`config.mk`:
```
export PLATFORM = sky130hd
export DESIGN_NAME = hbridge_drive_ctrl_flat
export DESIGN_NICKNAME = d
export VERILOG_FILES = /design/src/rtl/hbridge_drive_ctrl_if.sv /design/src/rtl/hbridge_drive_ctrl.sv /design/src/flat_wrapper.sv
export SDC_FILE = /design/constraint.sdc
export NUM_CORES = 1
export LEC_CHECK = 0
export CORE_ASPECT_RATIO = 1.75
export CORE_MARGIN = 2
export CORE_UTILIZATION = 60
export CTS_CLUSTER_SIZE = 25
export DETAILED_ROUTE_END_ITERATION = 8
export GPL_TIMING_DRIVEN = 0
export PLACE_DENSITY = 0.85
export SYNTH_ARGS = -nofsm -noshare
export SYNTH_HDL_FRONTEND = slang
export SYNTH_SLANG_ARGS = --single-unit
export TNS_END_PERCENT = 5
```
`constraint.sdc`:
```
create_clock -name clk -period 3.29 [get_ports clk]
set_input_delay 0.4935 -clock clk [delete_from_list [all_inputs] [get_ports clk]]
set_output_delay 0.4935 -clock clk [all_outputs]
set_load 0.02 [all_outputs]
```
`src/rtl/hbridge_drive_ctrl_if.sv`:
```
// ---------------------------------------------------------------------------
// hbridge_drive_ctrl_if
// Groups the motor-command inputs and H-bridge pin outputs of the
// multi-channel H-bridge driver into one bundle.
//
// Signals (widths set by NUM_CH / PWM_W):
//   enable      [NUM_CH]        per-channel drive enable
//   direction   [NUM_CH]        1 = forward, 0 = reverse
//   brake       [NUM_CH]        per-channel brake request, highest priority
//   duty        [NUM_CH*PWM_W]  per-channel duty, ch k = duty[k*PWM_W +: PWM_W]
//   in_a        [NUM_CH]        H-bridge input A per channel
//   in_b        [NUM_CH]        H-bridge input B per channel
//   dead_active [NUM_CH]        high while a channel sits in its dead-time state
//   pwm_wrap    [1]             one-cycle pulse when the shared PWM counter is 0
//
// Modports:
//   master : motor-command side, drives commands and observes the pins
//   slave  : the driver itself
// ---------------------------------------------------------------------------
interface hbridge_drive_ctrl_if #(
  parameter int NUM_CH = 2,
  parameter int PWM_W  = 8
);

  logic [NUM_CH-1:0]       enable;
  logic [NUM_CH-1:0]       direction;
  logic [NUM_CH-1:0]       brake;
  logic [NUM_CH*PWM_W-1:0] duty;
  logic [NUM_CH-1:0]       in_a;
  logic [NUM_CH-1:0]       in_b;
  logic [NUM_CH-1:0]       dead_active;
  logic                    pwm_wrap;

  modport master (
    output enable, direction, brake, duty,
    input  in_a, in_b, dead_active, pwm_wrap
  );

  modport slave (
    input  enable, direction, brake, duty,
    output in_a, in_b, dead_active, pwm_wrap
  );

endinterface

```
`src/rtl/hbridge_drive_ctrl.sv`:
```
// ---------------------------------------------------------------------------
// hbridge_drive_ctrl
// Multi-channel H-bridge driver. For every motor channel it turns the
// enable/direction/brake/duty commands into PWM gate inputs IN_A/IN_B,
// inserting a dead-time window on every reversal and on every brake release
// so the two bridge legs never conduct in overlapping windows. Duty values
// are only picked up at the end of a PWM period, so a period is never
// chopped by a mid-period update.
//
// Parameters:
//   NUM_CH        number of motor channels
//   PWM_W         PWM counter / duty width, period = 2**PWM_W clocks
//   DEADTIME_CYC  cycles both pins are held low around a leg change (>= 1)
//
// Ports:
//   clk       in   system clock
//   rst       in   synchronous active-high reset
//   driveBus  hbridge_drive_ctrl_if.slave
//               in : enable, direction, brake, duty
//               out: in_a, in_b, dead_active, pwm_wrap
//
// Configuration macro:
//   BRAKE_ACTIVE_EN  undefined -> coast brake (both pins low while braking)
//                    defined   -> active short-brake: after DEADTIME_CYC
//                                 cycles of braking both pins are driven high
// ---------------------------------------------------------------------------
module hbridge_drive_ctrl #(
  parameter int NUM_CH       = 2,
  parameter int PWM_W        = 8,
  parameter int DEADTIME_CYC = 16
) (
  input  logic                clk,
  input  logic                rst,
  hbridge_drive_ctrl_if.slave driveBus
);

  localparam int DC_W = $clog2(DEADTIME_CYC + 1);
  localparam logic [PWM_W-1:0] CNT_MAX   = {PWM_W{1'b1}};
  localparam logic [DC_W-1:0]  DEAD_LAST = DC_W'(DEADTIME_CYC - 1);
  localparam logic [DC_W-1:0]  DEAD_FULL = DC_W'(DEADTIME_CYC);

  typedef enum logic [2:0] {
    S_OFF,
    S_FWD,
    S_REV,
    S_DEAD,
    S_BRAKE
  } chState_e;

  logic [PWM_W-1:0] pwmCnt_q;
  logic [PWM_W-1:0] pwmCnt_d;
  logic             pwmWrap_q;
  logic             pwmWrap_d;

  // The shared PWM counter simply free-runs. The wrap flag is computed from
  // the value about to roll over so that, once registered, it is high in
  // exactly the cycle the counter reads 0, yet stays low straight out of reset.
  always_comb begin
    pwmCnt_d  = pwmCnt_q + 1'b1;
    pwmWrap_d = (pwmCnt_q == CNT_MAX);
  end

  // Counter and wrap pulse registers.
  always_ff @(posedge clk) begin
    if (rst) begin
      pwmCnt_q  <= '0;
      pwmWrap_q <= 1'b0;
    end else begin
      pwmCnt_q  <= pwmCnt_d;
      pwmWrap_q <= pwmWrap_d;
    end
  end

  assign driveBus.pwm_wrap = pwmWrap_q;

  for (genvar k = 0; k < NUM_CH; k++) begin : g_ch

    chState_e         state_q;
    chState_e         state_d;
    logic [DC_W-1:0]  deadCnt_q;
    logic [DC_W-1:0]  deadCnt_d;
    logic             viaBrake_q;
    logic             viaBrake_d;
    logic [PWM_W-1:0] duty_q;
    logic [PWM_W-1:0] duty_d;
    logic             inA_q;
    logic             inA_d;
    logic             inB_q;
    logic             inB_d;
    logic             pwmOn;
    logic             deadExpired;
    logic             brakeHeld;
    logic             enI;
    logic             dirI;
    logic             brkI;
    logic [PWM_W-1:0] dutyI;

    assign enI   = driveBus.enable[k];
    assign dirI  = driveBus.direction[k];
    assign brkI  = driveBus.brake[k];
    assign dutyI = driveBus.duty[k*PWM_W +: PWM_W];

    assign pwmOn       = (pwmCnt_q < duty_q);
    assign deadExpired = (deadCnt_q == DEAD_LAST);
    assign brakeHeld   = (deadCnt_q == DEAD_FULL);

    // A new duty is only accepted on the last count of a period, so the
    // compare value is constant across every full period.
    always_comb begin
      duty_d = duty_q;
      if (pwmCnt_q == CNT_MAX) begin
        duty_d = dutyI;
      end
    end

    // Channel state machine. Brake overrides everything, then a dropped
    // enable, then direction. A dead window entered from a brake release is
    // always served to completion even with enable low, because under the
    // active brake both legs were just on. A dead window entered from a
    // reversal can be abandoned straight to OFF when enable drops.
    // The cycle counter restarts on every state change and saturates at
    // DEADTIME_CYC; it times both the dead window and the brake hold.
    // Pin values are derived from the current state and registered, giving
    // one cycle of latency from state to pins.
    always_comb begin
      state_d    = state_q;
      deadCnt_d  = deadCnt_q;
      viaBrake_d = viaBrake_q;
      inA_d      = 1'b0;
      inB_d      = 1'b0;

      if (brkI) begin
        state_d = S_BRAKE;
      end else begin
        case (state_q)
          S_OFF: begin
            if (enI) begin
              state_d = dirI ? S_FWD : S_REV;
            end
          end
          S_FWD: begin
            if (!enI) begin
              state_d = S_OFF;
            end else if (!dirI) begin
              state_d = S_DEAD;
            end
          end
          S_REV: begin
            if (!enI) begin
              state_d = S_OFF;
            end else if (dirI) begin
              state_d = S_DEAD;
            end
          end
          S_DEAD: begin
            if (!enI && !viaBrake_q) begin
              state_d = S_OFF;
            end else if (deadExpired) begin
              if (!enI) begin
                state_d = S_OFF;
              end else begin
                state_d = dirI ? S_FWD : S_REV;
              end
            end
          end
          S_BRAKE: begin
            state_d = S_DEAD;
          end
          default: begin
            state_d = S_OFF;
          end
        endcase
      end

      if (state_d != state_q) begin
        deadCnt_d = '0;
      end else if (deadCnt_q != DEAD_FULL) begin
        deadCnt_d = deadCnt_q + 1'b1;
      end

      if ((state_d == S_DEAD) && (state_q != S_DEAD)) begin
        viaBrake_d = (state_q == S_BRAKE);
      end

      case (state_q)
        S_FWD: begin
          inA_d = pwmOn;
        end
        S_REV: begin
          inB_d = pwmOn;
        end
        S_BRAKE: begin
`ifdef BRAKE_ACTIVE_EN
          inA_d = brakeHeld;
          inB_d = brakeHeld;
`else
          inA_d = 1'b0;
          inB_d = 1'b0;
`endif
        end
        default: begin
          inA_d = 1'b0;
          inB_d = 1'b0;
        end
      endcase
    end

    // Per-channel state, timer, latched duty and registered pins. Reset
    // drops the pins on the very next edge regardless of state or count.
    always_ff @(posedge clk) begin
      if (rst) begin
        state_q    <= S_OFF;
        deadCnt_q  <= '0;
        viaBrake_q <= 1'b0;
        duty_q     <= '0;
        inA_q      <= 1'b0;
        inB_q      <= 1'b0;
      end else begin
        state_q    <= state_d;
        deadCnt_q  <= deadCnt_d;
        viaBrake_q <= viaBrake_d;
        duty_q     <= duty_d;
        inA_q      <= inA_d;
        inB_q      <= inB_d;
      end
    end

    assign driveBus.in_a[k]        = inA_q;
    assign driveBus.in_b[k]        = inB_q;
    assign driveBus.dead_active[k] = (state_q == S_DEAD);

  end

endmodule
```
`src/flat_wrapper.sv`:
```
// flat-port wrapper written by rule: the top's interface ports become plain ports
module hbridge_drive_ctrl_flat 
#(
  parameter int NUM_CH       = 2,
  parameter int PWM_W        = 8,
  parameter int DEADTIME_CYC = 16
)
  (clk, rst, driveBus_enable, driveBus_direction, driveBus_brake, driveBus_duty, driveBus_in_a, driveBus_in_b, driveBus_dead_active, driveBus_pwm_wrap);
  hbridge_drive_ctrl_if #(.NUM_CH(NUM_CH), .PWM_W(PWM_W)) driveBus_i ();
  input  logic clk;
  input  logic rst;
  input wire logic [$bits(driveBus_i.enable)-1:0] driveBus_enable;
  input wire logic [$bits(driveBus_i.direction)-1:0] driveBus_direction;
  input wire logic [$bits(driveBus_i.brake)-1:0] driveBus_brake;
  input wire logic [$bits(driveBus_i.duty)-1:0] driveBus_duty;
  output wire logic [$bits(driveBus_i.in_a)-1:0] driveBus_in_a;
  output wire logic [$bits(driveBus_i.in_b)-1:0] driveBus_in_b;
  output wire logic [$bits(driveBus_i.dead_active)-1:0] driveBus_dead_active;
  output wire logic [$bits(driveBus_i.pwm_wrap)-1:0] driveBus_pwm_wrap;
  assign driveBus_i.enable = driveBus_enable;
  assign driveBus_i.direction = driveBus_direction;
  assign driveBus_i.brake = driveBus_brake;
  assign driveBus_i.duty = driveBus_duty;
  assign driveBus_in_a = driveBus_i.in_a;
  assign driveBus_in_b = driveBus_i.in_b;
  assign driveBus_dead_active = driveBus_i.dead_active;
  assign driveBus_pwm_wrap = driveBus_i.pwm_wrap;
  hbridge_drive_ctrl #(.NUM_CH(NUM_CH), .PWM_W(PWM_W), .DEADTIME_CYC(DEADTIME_CYC)) u_core (.clk(clk), .rst(rst), .driveBus(driveBus_i));
endmodule
```
==> run summary <==
Status: completed
Post-synth net total: 334
PD cells: 380 nW/um^2
Share of layout cells above drive strength 1: 8.90%
YS warnings: 0
FF+latch count, synth: 47
Setup-failing EPs final: 0
Hold Path Stages: 2
Clock period minus final worst setup slack: 2.19 ns
R2r worst-path depth: 7
Root buffer cell: clkbuf_8
Final worst path period share: 66.4%
CP required: 2.80 ns
CTS resizes: 0
Max Cap Violations: 0
Largest net degree at the start of global routing: 16
Worst EP arrival: 1.69 ns
Clk_lat worst skew: 0.31 ns
Clock transition at the registers of the reported paths: 0.09 ns
RSZ-0062 raised after global routing: no
Fillers: 354
# diodes: 0
Post-synth EDFFs: 0
# DRC: 0
Antenna Nets Post-Route: 0
Netlist cell types: 46
Multi-input gate area: 1440 sq um
Core area: 4110 sq um
Post-Route WL: 4.99 mm
Sequential area share after synthesis: 36.8%
Hold Crit Class: reg -> reg
Leak: 1.11 nW
Worst Skew: 0.0113 ns
Die Span Y: 90.4 um
Commonest non-fill, non-tap cell in the layout: dfxtp_1
GRT Util Overall: 22.9%
Mapped Area: 2560 sq um
Critical Path Start Type: register
Ports: 31
Clock sink total: 47
FFs w/ async S/R, synth: 0%
Placer congestion estimate: 0.864
Cts bufs inserted: 5
Setup bufs post-CTS: 0
Setup TNS: 0 ns
Vias in the first global route: 2093
Tightest Pin Transition: 0.661 ns
Drt first pass iters: 4
Rows: 31
Die Span X: 53.4 um
Routed wire per std cell: 13.3 um
Post-Syn Instances: 289
DRT iter0 DRCs: 24
Crit Path Class: reg -> out
Syn Area/Cell: 8.86 sq um
GR Overflow Total: 0
Relative slew slack: 55.3%
Primary FF master, synth: dfxtp_1
PortBufs: 29
Hold slack: 0.484 ns
CTS tree: yes
Clock Tree Buf Depth: 2
Starting Density: 62.3%
Fmax: 458 MHz
Utilization after layout: 73.6%
First-pass GRT wire length: 8.49 mm
Hold Fails Final Rpt: 0
Area grow syn2layout: 18.1%
Nets: 370
Maximum VDD drop: 0.000414 V
H-tree Lvls: 2
Max Fanout on Critical Path: 10
Post-DP HPWL: 3.83 mm
Critical Path Sink Type: output pin
Initial antenna violation count: 0
Hold Buf Count CTS: 0
Fin. max-slew vios: 0
Die area: 4830 sq um
Via count: 2140
Reg area: 941 sq um
Vias per cell: 5.71
Highest-count cells in the layout ignoring fill and taps: dfxtp_1 (47), nor2_1 (30), clkdlybuf4s50_1 (29)
report_power, final:
group | switching [W] | leakage [nW] | internal (W) | total (W)
Clock | 0.000207 | 0.0581 | 0.000227 | 0.000433
Combinational | 0.0000628 | 0.668 | 0.0000617 | 0.000125
Sequential | 0.0000110 | 0.381 | 0.000579 | 0.000590
cell usage after synthesis, drive strengths merged (3+ instances only):
cell type | n | area share (%)
xor2 | 5 | 1.7
inv | 27 | 4.0
nor2 | 31 | 4.8
nor2b | 6 | 1.5
clkbuf | 5 | 0.73
a21oi | 15 | 2.9
and3 | 4 | 0.98
ha | 21 | 10
a211oi | 9 | 3.0
nand3 | 9 | 1.8
buf | 9 | 2.2
mux2i | 18 | 7.0
nand2 | 11 | 1.6
o21ai | 17 | 3.3
dfxtp | 47 | 37
nand2b | 8 | 2.0
nor3 | 12 | 2.3
nand3b | 3 | 1.4
nor4 | 3 | 0.98
xnor2 | 5 | 1.7
area by class of cell:
cell class | count | share of cell area (%)
clock buffer | 5 | 2.28
sequential | 47 | 31.1
inverter | 27 | 3.35
buffer | 14 | 2.52
multi-input combinational | 201 | 47.7
clock inverter | 3 | 1.45
timing repair buffer | 29 | 9.60
tap | 49 | 2.03
flip-flops by register name, indices dropped and copies added (netlist names):
name and count:
u_core.g_ch.inA_q 2, u_core.driveBus.pwm_wrap 1, u_core.g_ch.duty_q 16, u_core.pwmCnt_q 8
u_core.g_ch.viaBrake_q 2, u_core.g_ch.inB_q 2, u_core.g_ch.state_q 6, u_core.g_ch.deadCnt_q 10
critical path: stages (launching register included):
cell and delay (ns):
dfxtp_1 0.34, buf_2 0.20, nand3b_1 0.17, inv_1 0.08, clkdlybuf4s50_1 0.59
path summary, 6_finish.rpt:
check / startpoint / end / slack [ns]
setup reg to reg: u_core.g_ch[1].deadCnt_q[0] / u_core.g_ch[1].deadCnt_q[2] / 1.19
hold reg to reg: u_core.g_ch[0].duty_q[0] / u_core.g_ch[0].duty_q[0] / 0.48
hold / removal: u_core.g_ch[0].duty_q[0] / u_core.g_ch[0].duty_q[0] / 0.48
setup / recovery: u_core.g_ch[0].state_q[0] / driveBus_dead_active[0] / 1.10
logic make-up (layout without fill, tap and decap cells):
group | count (synthesis) | count (layout) | synth area share [%]
and+or+nand+nor | 97 | 97 | 20.8
AOI/OAI and AO/OA | 54 | 54 | 14.3
DFF | 47 | 47 | 36.8
buffers and inverters | 41 | 78 | 6.94
adders and majority gates | 21 | 21 | 10.3
muxes | 19 | 19 | 7.48
xor gates and xnor gates | 10 | 10 | 3.42
layer usage:
metal / track usage (%) / part of all wire, %
met5: 0 / 0
met4: 11.5 / 2.8
met2: 41.4 / 56
met1: 23.0 / 38
met3: 4.80 / 3.2
stage by stage:
step | worst slack (ns) | std cells | total power [W] | area, sq um
after floorplan | 1.36 | 289 | 0.000675 | 2560
final | 1.10 | 375 | 0.00115 | 3020
after global placement | 1.10 | 367 | 0.000724 | 2910
after detailed placement | 1.06 | 367 | 0.000728 | 2910
after global routing | 0.954 | 375 | 0.00120 | 3020
after CTS | 1.08 | 375 | 0.00115 | 3020
(Power assumes the default switching activity.)
